==> config.mk <==
export PLATFORM = sky130hd
export DESIGN_NAME = alu_serial
export DESIGN_NICKNAME = d
export VERILOG_FILES = /design/src/rtl/alu_serial.sv
export SDC_FILE = /design/constraint.sdc
export NUM_CORES = 1
export LEC_CHECK = 0
export ABC_AREA = 1
export CORE_MARGIN = 8
export CORE_UTILIZATION = 55
export CTS_BUF_LIST = sky130_fd_sc_hd__clkbuf_16
export DETAILED_ROUTE_END_ITERATION = 8
export PLACE_DENSITY_LB_ADDON = 0.05
export SLEW_MARGIN = 10
export SYNTH_ARGS = -nofsm -noshare
export SYNTH_HDL_FRONTEND = slang
export SYNTH_SLANG_ARGS = --single-unit
==> constraint.sdc <==
create_clock -name clk -period 3.4 [get_ports clk]
set_input_delay 1.02 -clock clk [delete_from_list [all_inputs] [get_ports clk]]
set_output_delay 1.02 -clock clk [all_outputs]
set_load 0.01 [all_outputs]
==> src/rtl/alu_serial.sv <==
`default_nettype none
// +--------------------------------------------------------------------------+
// | Module   : alu_serial                                                    |
// | Brief    : Digit-serial add/subtract ALU (ADD, SUB, PASSB, INCB) with a  |
// |            start/done handshake, registered result and NZCV flags.       |
// | Revision : 1.0 - initial release                                         |
// +--------------------------------------------------------------------------+
module alu_serial #(
  parameter int WIDTH = 16,
  parameter int DIGIT = 1
) (
  input  logic             clk,
  input  logic             reset,
  input  logic             start,
  input  logic [1:0]       op,
  input  logic [WIDTH-1:0] a,
  input  logic [WIDTH-1:0] b,
  output logic             busy,
  output logic             done,
  output logic [WIDTH-1:0] result,
  output logic             flag_n,
  output logic             flag_z,
  output logic             flag_c,
  output logic             flag_v
);

  // Number of compute cycles and the counter that walks through them.
  localparam int            N    = WIDTH / DIGIT;
  localparam int            CW   = (N > 1) ? $clog2(N) : 1;
  localparam logic [CW-1:0] LAST = CW'(N - 1);

  // Operands must split into whole digits.
  generate
    if ((WIDTH % DIGIT) != 0) begin : g_bad_digit
      $error("alu_serial: WIDTH must be a multiple of DIGIT");
    end
  endgenerate

  typedef enum logic [1:0] {
    S_IDLE = 2'd0,
    S_RUN  = 2'd1,
    S_DONE = 2'd2
  } state_t;

  state_t            state_q, state_d;
  logic [WIDTH-1:0]  a_q, a_d;         // operand A shift register
  logic [WIDTH-1:0]  b_q, b_d;         // operand B shift register
  logic [WIDTH-1:0]  acc_q, acc_d;     // sum bits collected from the top
  logic              carry_q, carry_d; // carry held between digits
  logic [CW-1:0]     count_q, count_d;
  logic              aen_q, aen_d;     // A enable (0 forces A to zero)
  logic              binv_q, binv_d;   // invert B
  logic [WIDTH-1:0]  result_q, result_d;
  logic              fn_q, fn_d;
  logic              fz_q, fz_d;
  logic              fc_q, fc_d;
  logic              fv_q, fv_d;

  logic [DIGIT-1:0]  a_dig;
  logic [DIGIT-1:0]  b_dig;
  logic [DIGIT-1:0]  sum_dig;
  logic              carry_out;
  logic              carry_msb;
  logic [WIDTH-1:0]  acc_shift;

  // Ripple slice: one DIGIT-wide add of the low operand bits plus held carry.
  always_comb begin : slice
    logic [DIGIT:0] rc;
    a_dig   = aen_q ? a_q[DIGIT-1:0] : '0;
    b_dig   = binv_q ? ~b_q[DIGIT-1:0] : b_q[DIGIT-1:0];
    rc      = '0;
    rc[0]   = carry_q;
    sum_dig = '0;
    for (int i = 0; i < DIGIT; i++) begin
      sum_dig[i] = a_dig[i] ^ b_dig[i] ^ rc[i];
      rc[i+1]    = (a_dig[i] & b_dig[i]) | (rc[i] & (a_dig[i] ^ b_dig[i]));
    end
    carry_out = rc[DIGIT];
    // On the final digit this is the carry into bit WIDTH-1 of the word.
    carry_msb = rc[DIGIT-1];
  end

  // New sum digit enters at the top; after N shifts the word is aligned.
  assign acc_shift = (acc_q >> DIGIT) | (WIDTH'(sum_dig) << (WIDTH - DIGIT));

  // Next-state and datapath update for IDLE / RUN / DONE.
  always_comb begin
    state_d  = state_q;
    a_d      = a_q;
    b_d      = b_q;
    acc_d    = acc_q;
    carry_d  = carry_q;
    count_d  = count_q;
    aen_d    = aen_q;
    binv_d   = binv_q;
    result_d = result_q;
    fn_d     = fn_q;
    fz_d     = fz_q;
    fc_d     = fc_q;
    fv_d     = fv_q;
    case (state_q)
      S_IDLE, S_DONE: begin
        // DONE accepts a new start too, giving back-to-back operation.
        if (start) begin
          a_d     = a;
          b_d     = b;
          aen_d   = ~op[1];
          binv_d  = ~op[1] & op[0];
          carry_d = op[0];
          count_d = '0;
          state_d = S_RUN;
        end else begin
          state_d = S_IDLE;
        end
      end
      S_RUN: begin
        a_d     = a_q >> DIGIT;
        b_d     = b_q >> DIGIT;
        acc_d   = acc_shift;
        carry_d = carry_out;
        count_d = count_q + CW'(1);
        if (count_q == LAST) begin
          state_d  = S_DONE;
          result_d = acc_shift;
          fn_d     = acc_shift[WIDTH-1];
          fz_d     = (acc_shift == '0);
          fc_d     = carry_out;
          fv_d     = carry_msb ^ carry_out;
        end
      end
      default: state_d = S_IDLE;
    endcase
  end

  // State and datapath registers; reset wins over everything.
  always_ff @(posedge clk) begin
    if (reset) begin
      state_q  <= S_IDLE;
      a_q      <= '0;
      b_q      <= '0;
      acc_q    <= '0;
      carry_q  <= 1'b0;
      count_q  <= '0;
      aen_q    <= 1'b0;
      binv_q   <= 1'b0;
      result_q <= '0;
      fn_q     <= 1'b0;
      fz_q     <= 1'b0;
      fc_q     <= 1'b0;
      fv_q     <= 1'b0;
    end else begin
      state_q  <= state_d;
      a_q      <= a_d;
      b_q      <= b_d;
      acc_q    <= acc_d;
      carry_q  <= carry_d;
      count_q  <= count_d;
      aen_q    <= aen_d;
      binv_q   <= binv_d;
      result_q <= result_d;
      fn_q     <= fn_d;
      fz_q     <= fz_d;
      fc_q     <= fc_d;
      fv_q     <= fv_d;
    end
  end

  assign busy   = (state_q == S_RUN);
  assign done   = (state_q == S_DONE);
  assign result = result_q;
  assign flag_n = fn_q;
  assign flag_z = fz_q;
  assign flag_c = fc_q;
  assign flag_v = fv_q;

endmodule
`default_nettype wire

==> summary.txt <==
worst relative slew slack - 61.19%
Std-Cell Core Area - 5507 um2
count of endpoints failing setup in the final report - 0
Min Hold Slack - 0.4614 ns
commonest non-fill, non-tap cell in the layout - sky130_fd_sc_hd__nand2_1
Total Die Area - 8346 um2
kind of end point of the critical path - output port
beginning of the critical path - state_q[0]$_SDFFE_PP0P_
post-CTS resize count - 0
CTS tree - built
post-synth top area cell - sky130_fd_sc_hd__dfxtp_1
final slew viol count - 0
post-synthesis area per instance - 6.987 um2
total gr overflow - 0
TritonCTS buffer count - 9
I/O Buffers - 58
f_max - 400.6 MHz
Worst EP required - 2.38 ns
worst reg2reg path startpoint - state_q[1]$_SDFFE_PP0P_
num rows - 27
final wirelength - 6720 um
stage delay of the slowest cell on the critical path - 0.55 ns
netlist area before placement - 3123 um2
cell count of the worst reg-to-reg path - 6
area grow syn2layout - 29.29%
Final Hold Fails - 0
DRC Markers - 0
placed inst area - 3706 um2
share of the synthesized area in the top cell type - 48.08%
First DRT Iteration DRCs - 175
unrepaired setup endpoints after global routing - false
CP Launch Type - flop
total number of nets in the final design - 537
shortest clock period the worst path allows after layout - 2.496 ns
GR Util All Layers - 16.84%
layout cell share with drive strength beyond 1 - 5.368%
buffers and inverters on the worst path - 2
outcome - finished, final reports clean
post-synthesis sequential area ratio - 48.08%
average vias per placed instance - 4.889
gp weighted congestion - 0.7350
final standard cell count with taps included and fillers excluded - 575
cells taking the most area after synthesis - sky130_fd_sc_hd__dfxtp_1, sky130_fd_sc_hd__nand2_1, sky130_fd_sc_hd__a21oi_1
detail-routed net length per standard cell - 11.69 um
arrival time reported for the critical path endpoint - 1.48 ns
global-route wire length before repair - 11650 um
First-pass DRT Iterations - 4
maximum ir drop on the vdd rail - 0.2811 mV
count of maximum capacitance violations - 0
slack of the worst reg-to-reg path - 1.56 ns
Critical Path Sink - busy
commonest cells after routing, fill and taps aside - sky130_fd_sc_hd__nand2_1, sky130_fd_sc_hd__dfxtp_1, sky130_fd_sc_hd__clkdlybuf4s50_1
top cell family by delay on the critical path - buffers and inverters
total I/O pin count - 59
post-CTS clock slew at the launch and capture registers of the worst setup and hold paths - 0.06 ns
clock latency on the worst-skew pair - 0.33 ns
maximum number of pins on one net before global-route repair - 47
y dimension of the die - 91.36 um
Final HPWL DP - 4396 um
Initial Util - 56.71%
setup skew after layout - 0.006545 ns
library cell used as clock root buffer - sky130_fd_sc_hd__clkbuf_16
cell breakdown of the critical path - inv_2 -> nor2_4 -> clkdlybuf4s50_1
Slowest cell on crit path - sky130_fd_sc_hd__clkdlybuf4s50_1
period utilisation layout - 73.43%
number of global-route vias before repair - 2720
die extent in x - 91.36 um
total of warnings raised by yosys - 0
r2r endpoint - count_q[2]$_SDFFE_PP0P_
buffer depth of the longest clock path - 2
cell total after placement - 559
Synthesized Nets - 486
P per Cell Area - 550.7 nW/um2
post-CTS setup buffer count - 0
setup tns final - 0 ns
final cell area excluding filler cells - 4038 um2
Final ANT Viol Nets - 0
total clock sinks - 75
worst hold-check path type - reg2reg
hold bufs inserted after CTS - 0
Layout fillers - 450
count of inserted antenna diode cells - 0
CP max FO - 4
class of the most critical setup path - reg2out
number of antenna violations at the first check in global routing - 0
number of levels the H-tree was split into - 3
transition at the pin with the smallest max-transition slack - 0.5813 ns
post-synthesis register bit count - 75
number of stages on the worst setup path - 3
vias after detailed routing - 2811
Static Leak - 0.001730 uW
Unique masters post-synth - 24
number of instances in the synthesized netlist - 447
-- power breakdown --
group / internal (uW) / switching, uW / total (uW)
registers: 927 / 29.9 / 956
clock network: 707 / 338 / 1050
logic: 94.9 / 127 / 222
total: 1730 / 495 / 2220
-- worst min-delay path, cell delays in order (launching register included) --
cell and delay [ns]:
sky130_fd_sc_hd__dfxtp_1 0.30, sky130_fd_sc_hd__nand2_1 0.06, sky130_fd_sc_hd__a21oi_1 0.05
-- cells in the mapped netlist --
cell type / number
sky130_fd_sc_hd__nand2_1: 164
sky130_fd_sc_hd__dfxtp_1: 75
sky130_fd_sc_hd__a21oi_1: 47
sky130_fd_sc_hd__inv_1: 43
sky130_fd_sc_hd__nor2_1: 36
sky130_fd_sc_hd__o21ai_0: 26
sky130_fd_sc_hd__nand3_1: 19
sky130_fd_sc_hd__buf_2: 7
sky130_fd_sc_hd__buf_4: 6
sky130_fd_sc_hd__clkbuf_1: 6
sky130_fd_sc_hd__inv_2: 3
sky130_fd_sc_hd__nand2_2: 2
sky130_fd_sc_hd__nor2_2: 2
sky130_fd_sc_hd__a211oi_1: 1
sky130_fd_sc_hd__buf_1: 1
sky130_fd_sc_hd__buf_6: 1
sky130_fd_sc_hd__clkbuf_2: 1
sky130_fd_sc_hd__clkinv_1: 1
sky130_fd_sc_hd__fa_1: 1
sky130_fd_sc_hd__ha_1: 1
sky130_fd_sc_hd__nand3_2: 1
sky130_fd_sc_hd__nor2_4: 1
sky130_fd_sc_hd__nor3_4: 1
sky130_fd_sc_hd__xnor2_1: 1
-- layout make-up --
type                    instances  area [um2]  share of cell area [%]
multi-input cells             303        1328                   32.88
clock buffers                   9       225.2                   5.578
flip-flops and latches         75        1501                   37.19
well taps                      72       90.09                   2.231
repair buffers                 62       610.6                   15.12
clock inverters                 7       106.4                   2.634
inverters                      47       176.4                   4.369
-- metrics by stage --
step / utilization (%) / setup slack [ns] / power (uW)
2_1_floorplan: - / 1.508 / 1122
3_3_place_gp: 67.30 / 0.9540 / 1190
3_5_place_dp: 67.30 / 0.8873 / 1197
4_1_cts: 73.32 / 0.8833 / 2244
5_1_grt: 73.32 / 0.8501 / 2314
6_report: 73.32 / 0.9035 / 2224
-- state kept, by name (all words and copies together), names as in the netlist --
register and flops:
a_q 16, acc_q 15, aen_q 1, b_q 16
binv_q 1, carry_msb 1, count_q 4, flag_c 1
flag_v 1, flag_z 1, result 16, state_q 2
-- kinds of logic (layout without fill, tap and decap cells) --
logic type                 count (synthesis)  count (layout)  synth area share [%]
AOI/OAI and AO/OA                         74              74                 11.94
xor gates and xnor gates                   1               1                0.2805
adders and majority gates                  2               2                 1.042
buffers and inverters                     69             125                 9.574
DFF                                       75              75                 48.08
and+or+nand+nor                          226             226                 29.09
-- worst min-delay path by stage --
stage,startpoint,to,slack [ns],cells past startpoint
after CTS,a_q[5]$_SDFFE_PP0P_,a_q[5]$_SDFFE_PP0P_,0.46,2
after floorplan,a_q[15]$_SDFFE_PP0P_,a_q[15]$_SDFFE_PP0P_,0.44,2
final,a_q[14]$_SDFFE_PP0P_,a_q[14]$_SDFFE_PP0P_,0.46,2
after global routing,a_q[11]$_SDFFE_PP0P_,a_q[11]$_SDFFE_PP0P_,0.48,2
after detailed placement,a_q[5]$_SDFFE_PP0P_,a_q[5]$_SDFFE_PP0P_,0.46,2
after global placement,a_q[15]$_SDFFE_PP0P_,a_q[15]$_SDFFE_PP0P_,0.45,2
-- routing by layer --
metal	up-vias	routed length (um)	global-route usage, %
met4	0	184	10.23
met3	14	310	4.444
met2	60	3409	30.17
met5	-	0	0
met1	1249	2816	17.18
li1	1488	-	-
(Power assumes the default switching activity.)
